File: src/rtl/ps2_keyboard_receiver.sv
`default_nettype none
// ============================================================================
// Module   : ps2_keyboard_receiver
// Brief    : PS/2 keyboard frame receiver with make/break/extended decoding
// Revision : 1.0 - initial release
// ============================================================================
module ps2_keyboard_receiver #(
    parameter int FILTER_LEN     = 4,
    parameter int TIMEOUT_CYCLES = 50000
) (
    input  logic       clock,
    input  logic       reset,
    input  logic       ps2_clock,
    input  logic       ps2_data,
    output logic       ps2_key_pressed,
    output logic [7:0] ps2_out,
    output logic       ps2_extended,
    output logic       frame_error
);

    localparam int c_FW  = (FILTER_LEN > 1) ? $clog2(FILTER_LEN) : 1;
    localparam int c_TW  = (TIMEOUT_CYCLES > 1) ? $clog2(TIMEOUT_CYCLES) : 1;
    localparam logic [c_FW-1:0] c_F_MAX  = c_FW'(FILTER_LEN - 1);
    localparam logic [c_TW-1:0] c_TO_MAX = c_TW'(TIMEOUT_CYCLES - 1);
    localparam logic [7:0] c_BREAK = 8'hF0;
    localparam logic [7:0] c_EXT   = 8'hE0;

    typedef enum logic [1:0] {
        S_IDLE   = 2'd0,
        S_DATA   = 2'd1,
        S_PARITY = 2'd2,
        S_STOP   = 2'd3
    } state_t;

    logic [1:0]      r_clk_sync;
    logic [1:0]      r_data_sync;
    logic            r_filt_level;
    logic [c_FW-1:0] r_filt_cnt;
    logic            w_clk_s;
    logic            w_data_s;
    logic            w_fall;

    state_t          r_state;
    logic [2:0]      r_bit_cnt;
    logic [7:0]      r_shift;
    logic            r_par_ok;
    logic [c_TW-1:0] r_to_cnt;
    logic            r_brk_pend;
    logic            r_ext_pend;

    assign w_clk_s  = r_clk_sync[1];
    assign w_data_s = r_data_sync[1];
    // Fall is flagged in the same cycle the filtered level would flip to 0.
    assign w_fall   = r_filt_level & ~w_clk_s & (r_filt_cnt == c_F_MAX);

    always_ff @(posedge clock or negedge reset) begin
        if (!reset) begin
            r_clk_sync   <= 2'b11;
            r_data_sync  <= 2'b11;
            r_filt_level <= 1'b1;
            r_filt_cnt   <= '0;
        end else begin
            r_clk_sync  <= {r_clk_sync[0], ps2_clock};
            r_data_sync <= {r_data_sync[0], ps2_data};
            if (w_clk_s == r_filt_level) begin
                r_filt_cnt <= '0;
            end else if (r_filt_cnt == c_F_MAX) begin
                r_filt_level <= w_clk_s;
                r_filt_cnt   <= '0;
            end else begin
                r_filt_cnt <= r_filt_cnt + 1'b1;
            end
        end
    end

    always_ff @(posedge clock or negedge reset) begin
        if (!reset) begin
            r_state         <= S_IDLE;
            r_bit_cnt       <= '0;
            r_shift         <= '0;
            r_par_ok        <= 1'b0;
            r_to_cnt        <= '0;
            r_brk_pend      <= 1'b0;
            r_ext_pend      <= 1'b0;
            ps2_key_pressed <= 1'b0;
            ps2_out         <= 8'h00;
            ps2_extended    <= 1'b0;
            frame_error     <= 1'b0;
        end else begin
            ps2_key_pressed <= 1'b0;
            frame_error     <= 1'b0;
            if (w_fall) begin
                r_to_cnt <= '0;
                case (r_state)
                    S_IDLE: begin
                        if (!w_data_s) begin
                            r_state   <= S_DATA;
                            r_bit_cnt <= '0;
                        end
                    end
                    S_DATA: begin
                        r_shift <= {w_data_s, r_shift[7:1]};
                        if (r_bit_cnt == 3'd7) begin
                            r_state <= S_PARITY;
                        end else begin
                            r_bit_cnt <= r_bit_cnt + 1'b1;
                        end
                    end
                    S_PARITY: begin
                        r_par_ok <= ^{r_shift, w_data_s};
                        r_state  <= S_STOP;
                    end
                    default: begin
                        r_state <= S_IDLE;
                        if (r_par_ok && w_data_s) begin
                            if (r_shift == c_BREAK) begin
                                r_brk_pend <= 1'b1;
                            end else if (r_shift == c_EXT) begin
                                r_ext_pend <= 1'b1;
                            end else if (r_brk_pend) begin
                                r_brk_pend <= 1'b0;
                                r_ext_pend <= 1'b0;
                            end else begin
                                ps2_out         <= r_shift;
                                ps2_extended    <= r_ext_pend;
                                ps2_key_pressed <= 1'b1;
                                r_ext_pend      <= 1'b0;
                            end
                        end else begin
                            frame_error <= 1'b1;
                            r_brk_pend  <= 1'b0;
                            r_ext_pend  <= 1'b0;
                        end
                    end
                endcase
            end else if (r_state != S_IDLE) begin
                if (r_to_cnt == c_TO_MAX) begin
                    r_state     <= S_IDLE;
                    r_to_cnt    <= '0;
                    frame_error <= 1'b1;
                    r_brk_pend  <= 1'b0;
                    r_ext_pend  <= 1'b0;
                end else begin
                    r_to_cnt <= r_to_cnt + 1'b1;
                end
            end else begin
                r_to_cnt <= '0;
            end
        end
    end

endmodule
`default_nettype wire

File: config.mk
export PLATFORM = sky130hd
export DESIGN_NAME = ps2_keyboard_receiver
export DESIGN_NICKNAME = d
export VERILOG_FILES = /design/src/rtl/ps2_keyboard_receiver.sv
export SDC_FILE = /design/constraint.sdc
export NUM_CORES = 1
export LEC_CHECK = 0
export CORE_UTILIZATION = 55
export CTS_BUF_LIST = sky130_fd_sc_hd__clkbuf_4 sky130_fd_sc_hd__clkbuf_8
export DETAILED_ROUTE_END_ITERATION = 8
export PLACE_DENSITY = 0.82
export SLEW_MARGIN = 5
export SYNTH_ARGS = -nofsm -noshare
export SYNTH_HDL_FRONTEND = slang
export SYNTH_SLANG_ARGS = --single-unit
File: constraint.sdc
create_clock -name clock -period 2.5 [get_ports clock]
set_input_delay 0.5 -clock clock [delete_from_list [all_inputs] [get_ports clock]]
set_output_delay 0.5 -clock clock [all_outputs]
set_load 0.01 [all_outputs]
==> results.ini, run 1 <==
[pwr]
pwr_density_cell_nw_per_um2 = 573
vdd_drop_max_mv = 0.449
power_switching_uw = 325
combPwrFrac_pct = 5.4
p_leak_uw = 0.00115
clock_power_share_pct = 37.7
internal-power_uw = 1170
power.share.sequential_pct = 56.9
swShare_pct = 21.7

[synth]
netlist_instances = 197
synth-compound-area-share_pct = 6.86
syn_nets = 210
synth_xor_area_share_pct = 7.62
synth_cell_types = 40
ys_top_cells_by_area = dfrtp_1 (49%), mux2_2 (7.3%), xnor2_1 (6.5%)
synth_top_family_by_area = simple AND/OR/NAND/NOR gates
synth-simple-area-share_pct = 15.3
synth.avg_cell_area_um2 = 11.7
yosys_warnings = 0
synth_edf_count = 0
synthArstFlopShare_pct = 100
synth_top_area_share_pct = 49.0
yosys.area_share.adder_pct = 4.90
ys_seq_elements = 50
synth_mux_area_share_pct = 8.22
synth_largest_area_cell = dfrtp_1
synth-seq-area-share_pct = 54.7
syn_area_um2 = 2300
ys.flop_type = dfrtp_1

[worst_setup_path]
path_buf_inv = 0
crit_slowest_cell = dfstp_2
critPathMaxFanout = 10
path_cells = ha_1 -> nand3_1 -> or3b_4 -> nor2_4 -> mux2_2
cpLargestDelayFamily = simple AND/OR/NAND/NOR gates
r2r_start = r_filt_level
end_kind = flop
cp-start-kind = flop
critPathRequiredTime_ns = 2.68
critical_path_class = flop to flop
critical_path_arrival_ns = 2.32
crit_start = r_filt_level
slowest_delay_ns = 0.55

[timing]
fin_crit_ns = 2.14
worstMarginPinSlew_ns = 0.850
slew-limit-headroom_pct = 43.3
fin_skew_ns = 0.0150
final.setup.tns_ns = 0
rsz0062_at_grt = false
fin_crit_sh_pct = 85.5
max_clock_freq_mhz = 468
finalHoldViolCount = 0
finalSetupViolCount = 0
holdWs_ns = 0.292
slew_viol_final = 0

[place]
numPortBuffers = 14
place_congestion = 0.791
post_dp_cell_area_um2 = 2500
dp.cells = 260
dpl.hpwl_mm = 2.72

[job]
drv_cap = 0

[drt]
firstDrtPassIters = 4
drc = 0
vias = 1436
ant_nets = 0
wl_per_cell_um = 14.1
wirelength_mm = 3.77
drtIter0Drc = 77
via_per_inst = 5.36

[finish]
diodes = 0
final_common_cell = dfrtp_1
final_cells = 268
nets = 230
area_delta_synth_final_pct = 13.6
drive_gt1_share_pct = 17.9
design_area_um2 = 2610
fillCellCount = 307
seq_area_um2 = 1260
most-common-layout-cells = dfrtp_1 (45), xnor2_1 (17), nor2_1 (15), nand2_1 (15), mux2_2 (15)
multi_input_area_um2 = 986
final_util_pct = 65.2

[global_routing]
grtUsageMet2_pct = 31.4
grt_start_max_net_pins = 41
grt_overflow = 0
first_global_vias = 1472
antenna_found_initial = 0
grtUsageMet3_pct = 6.16
top_usage_layer = met2
met1_usage_pct = 26.2
grt_pass1_wl_mm = 6.49
grt_util_all_layers_pct = 20.1

[cts]
cts_sinks = 50
htreeDepth = 2
cts_hold_buf = 0
cts_tree = done
clk_latency_ns = 0.31
cts_setup_buffers = 0
cts_buffers = 5
clock_path_buffers = 2
cts-root-buf = clkbuf_8
path_clk_slew_ns = 0.10
cts_resized = 0

[die]
die_w_um = 66.6
die_y_um = 66.6
row_count = 23
dieArea_um2 = 4440
num_io_pins = 15
start_util_pct = 57.5
core_um2 = 4000

[worst_hold_path]
hp-class = input pin to asynchronous set/reset pin

[outcome]
status = finished clean

-- per-layer routing --
layer  vias up  share of wire (%)  wire (um)
li1        706                  -          -
met1       712                 49       1860
met5         -                  0          0
met3         6                2.7        100
met2        12                 46       1750
met4         0                1.6         60
-- registers in the layout, indices dropped and copies added (netlist names), 2 cells and up --
register / cells
r_filt_cnt: 2
r_shift: 8
r_clk_sync: 2
ps2_out: 8
r_bit_cnt: 3
r_data_sync: 2
r_state: 2
r_to_cnt: 16
-- power by group through the flow --
stage	registers (uW)	logic [uW]	clock network, uW
after floorplan	863	48.1	0
after global placement	864	77.6	0
after detailed placement	868	83.7	0
after CTS	852	83.7	585
after global routing	853	96.3	612
final	851	81.3	564
-- worst paths after layout --
check | endpoint | slack [ns] | cells after the start
min reg2reg | r_clk_sync[1] | 0.36 | 0
max in group asynchronous | r_shift[3] | 1.56 | 2
min | ps2_out[1] | 0.29 | 1
max | ps2_out[4] | 0.36 | 5
min in group clock | r_clk_sync[1] | 0.36 | 0
max reg2reg | ps2_out[4] | 0.36 | 5
-- Yosys cell counts (3+ instances only) --
master,number
xnor2_1,17
a21oi_1,3
ha_1,9
dfrtp_1,45
nor2_1,15
nor3_1,8
mux2_2,15
dfstp_2,5
and2_1,3
a22o_1,3
nand2_1,15
inv_1,11
xor2_1,3
nand3_1,4
o21ai_0,10
-- metrics by stage --
stage,setup slack [ns],power [uW]
CTS,0.350,1520
global placement,0.501,942
global route,0.278,1560
finish,0.363,1500
floorplan,0.600,912
detailed placement,0.372,952
-- cell type report --
type / count / share of cell area [%]
multi-input cells: 133 / 37.8
repair buffers: 16 / 5.75
clock buffers: 5 / 2.64
well taps: 50 / 2.40
inverters: 11 / 1.58
flip-flops and latches: 50 / 48.2
clock inverters: 3 / 1.68
-- logic make-up after synthesis --
logic type | Yosys count
xor gates and xnor gates | 20
adders and majority gates | 9
muxes | 17
and+or+nand+nor | 63
AOI/OAI and AO/OA | 24
buffers and inverters | 14
DFF | 50
Note: power is estimated with default switching activity, not from simulation.
==> run 2, diff against run 1 <==
--- a/config.mk
+++ b/config.mk
@@ -5,10 +5,12 @@
 export SDC_FILE = /design/constraint.sdc
 export NUM_CORES = 1
 export LEC_CHECK = 0
-export CORE_UTILIZATION = 55
+export CORE_MARGIN = 3
+export CORE_UTILIZATION = 48
 export CTS_BUF_LIST = sky130_fd_sc_hd__clkbuf_4 sky130_fd_sc_hd__clkbuf_8
 export DETAILED_ROUTE_END_ITERATION = 8
-export PLACE_DENSITY = 0.82
+export GPL_ROUTABILITY_DRIVEN = 0
+export PLACE_DENSITY = 0.74
 export SLEW_MARGIN = 5
 export SYNTH_ARGS = -nofsm -noshare
 export SYNTH_HDL_FRONTEND = slang
==> results.ini, run 2 (synthesis gave the netlist of run 1 again) <==
[global_routing]
grt_overflow = 0  ; unchanged
antenna_found_initial = 0  ; unchanged
first_global_vias = 1351  ; -8.2%
grt_util_all_layers_pct = 15.2  ; -4.9 points
grt_pass1_wl_mm = 6.49  ; unchanged
grt_start_max_net_pins = 25  ; -39%

[pwr]
vdd_drop_max_mv = 0.310  ; -31%
p_leak_uw = 0.00114  ; -0.99%
pwr_density_cell_nw_per_um2 = 546  ; -4.7%
power.total_uw = 1420  ; -5.3%

[die]
core_um2 = 4470  ; +12%
die_w_um = 75.2  ; +13%
die_y_um = 75.2  ; +13%
row_count = 24  ; +4.3%
num_io_pins = 15  ; unchanged
dieArea_um2 = 5660  ; +27%
start_util_pct = 51.4  ; -6.1 points

[finish]
area_delta_synth_final_pct = 12.9
most-common-layout-cells = dfrtp_1 (45), xnor2_1 (17), nor2_1 (15), nand2_1 (15), mux2_2 (15)
final_common_cell = dfrtp_1
final_util_pct = 58.0  ; -7.3 points
nets = 230  ; unchanged
drive_gt1_share_pct = 17.9  ; unchanged
seq_area_um2 = 1260  ; unchanged
regMostFlops = r_to_cnt
fillCellCount = 374  ; +22%
multi_input_area_um2 = 986  ; unchanged
diodes = 0  ; unchanged
top_regs = r_to_cnt x16, ps2_out x8, r_shift x8
largest_reg_flops = 16  ; unchanged

[worst_setup_path]
critical_path_arrival_ns = 2.24  ; -0.08 ns
critical_path_class = flop to flop
slowest_delay_ns = 0.54  ; about the same
end_kind = flop
cp-start-kind = flop
path_cells = ha_1 -> nand3_1 -> or3b_4 -> nor2_4 -> mux2_2
critPathRequiredTime_ns = 2.69  ; about the same
critPathMaxFanout = 10  ; unchanged
crit_slowest_cell = dfstp_2

[timing]
finalSetupViolCount = 0  ; unchanged
slew-limit-headroom_pct = 51.2  ; +7.9 points
fin_crit_ns = 2.05  ; -0.0849 ns
finalHoldViolCount = 0  ; unchanged
fin_crit_sh_pct = 82.1  ; -3.4 points
final.setup.tns_ns = 0  ; unchanged
slew_viol_final = 0  ; unchanged
rsz0062_at_grt = false
holdWs_ns = 0.160  ; -0.132 ns
max_clock_freq_mhz = 487  ; +4.1%
fin_ws_ns = 0.448  ; +0.0849 ns
fin_skew_ns = 0.00604  ; -0.00893 ns
worstMarginPinSlew_ns = 0.725  ; -0.124 ns

[cts]
path_clk_slew_ns = 0.09  ; about the same
cts_resized = 0  ; unchanged
cts_tree = done
cts_hold_buf = 0  ; unchanged
cts_sinks = 50  ; unchanged
clock_path_buffers = 2  ; unchanged
cts_setup_buffers = 0  ; unchanged
cts_buffers = 5  ; unchanged
htreeDepth = 2  ; unchanged
clk_latency_ns = 0.30  ; about the same
cts-root-buf = clkbuf_8

[drt]
via_per_inst = 5.20  ; -3.0%
drtIter0Drc = 68  ; -12%
vias = 1404  ; -2.2%
wl_per_cell_um = 13.7  ; -2.7%
wirelength_mm = 3.70  ; -2.0%
ant_nets = 0  ; unchanged
drc = 0  ; unchanged
firstDrtPassIters = 4  ; unchanged

[place]
numPortBuffers = 14  ; unchanged
pre_cts_ws_ns = 0.442  ; +0.0709 ns
dpl.hpwl_mm = 2.68  ; -1.5%

[worst_hold_path]
hp-class = input pin to asynchronous set/reset pin

[outcome]
status = finished clean

[job]
drv_cap = 0  ; unchanged

==> run 2: path summary, 6_finish.rpt <==
| path | start | end | slack [ns] | cells past startpoint |
|---|---|---|---|---|
| max in group asynchronous | reset | r_data_sync[1] | 1.68 | 2 |
| hold / removal | reset | r_bit_cnt[2] | 0.16 | 1 |
| hold reg to reg | r_data_sync[0] | r_data_sync[1] | 0.36 | 0 |
| setup reg to reg | r_filt_level | ps2_extended | 0.45 | 5 |
| min in group clock | r_data_sync[0] | r_data_sync[1] | 0.36 | 0 |
| setup / recovery | r_filt_level | ps2_extended | 0.45 | 5 |
==> run 2: per-stage QoR <==
step	instance area, um^2	cells
after floorplan	2300	197
after global routing	2590	270
after detailed placement	2500	262
after CTS	2590	270
final	2590	270
after global placement	2500	262
==> run 2: worst max-delay path: cells and delay by family, from the launching register on <==
kind | cells | cell delay, ns
flops | 1 | 0.54
mux | 1 | 0.37
simple gates | 3 | 0.89
fa+ha+maj | 1 | 0.15
==> run 2: final cells by class <==
class	count	area share [%]
Sequential cell	50	48.5
Inverter	11	1.59
Clock inverter	2	0.482
Tap cell	52	2.51
Multi-Input combinational cell	133	38.0
Clock buffer	6	3.18
Timing Repair Buffer	16	5.79
==> run 2: power by group <==
group / internal, uW / switching [uW]
logic: 32.0 / 45.8
registers: 839 / 10.9
clock network: 223 / 267
total: 1090 / 323
==> run 2: layer usage <==
| metal | routed length (um) | up-vias | track usage, % |
|---|---|---|---|
| met5 | 0 | - | 0 |
| met4 | 55 | 0 | 5.24 |
| met3 | 88 | 5 | 3.60 |
| met2 | 1640 | 15 | 22.1 |
| met1 | 1920 | 672 | 22.4 |
| li1 | - | 712 | - |
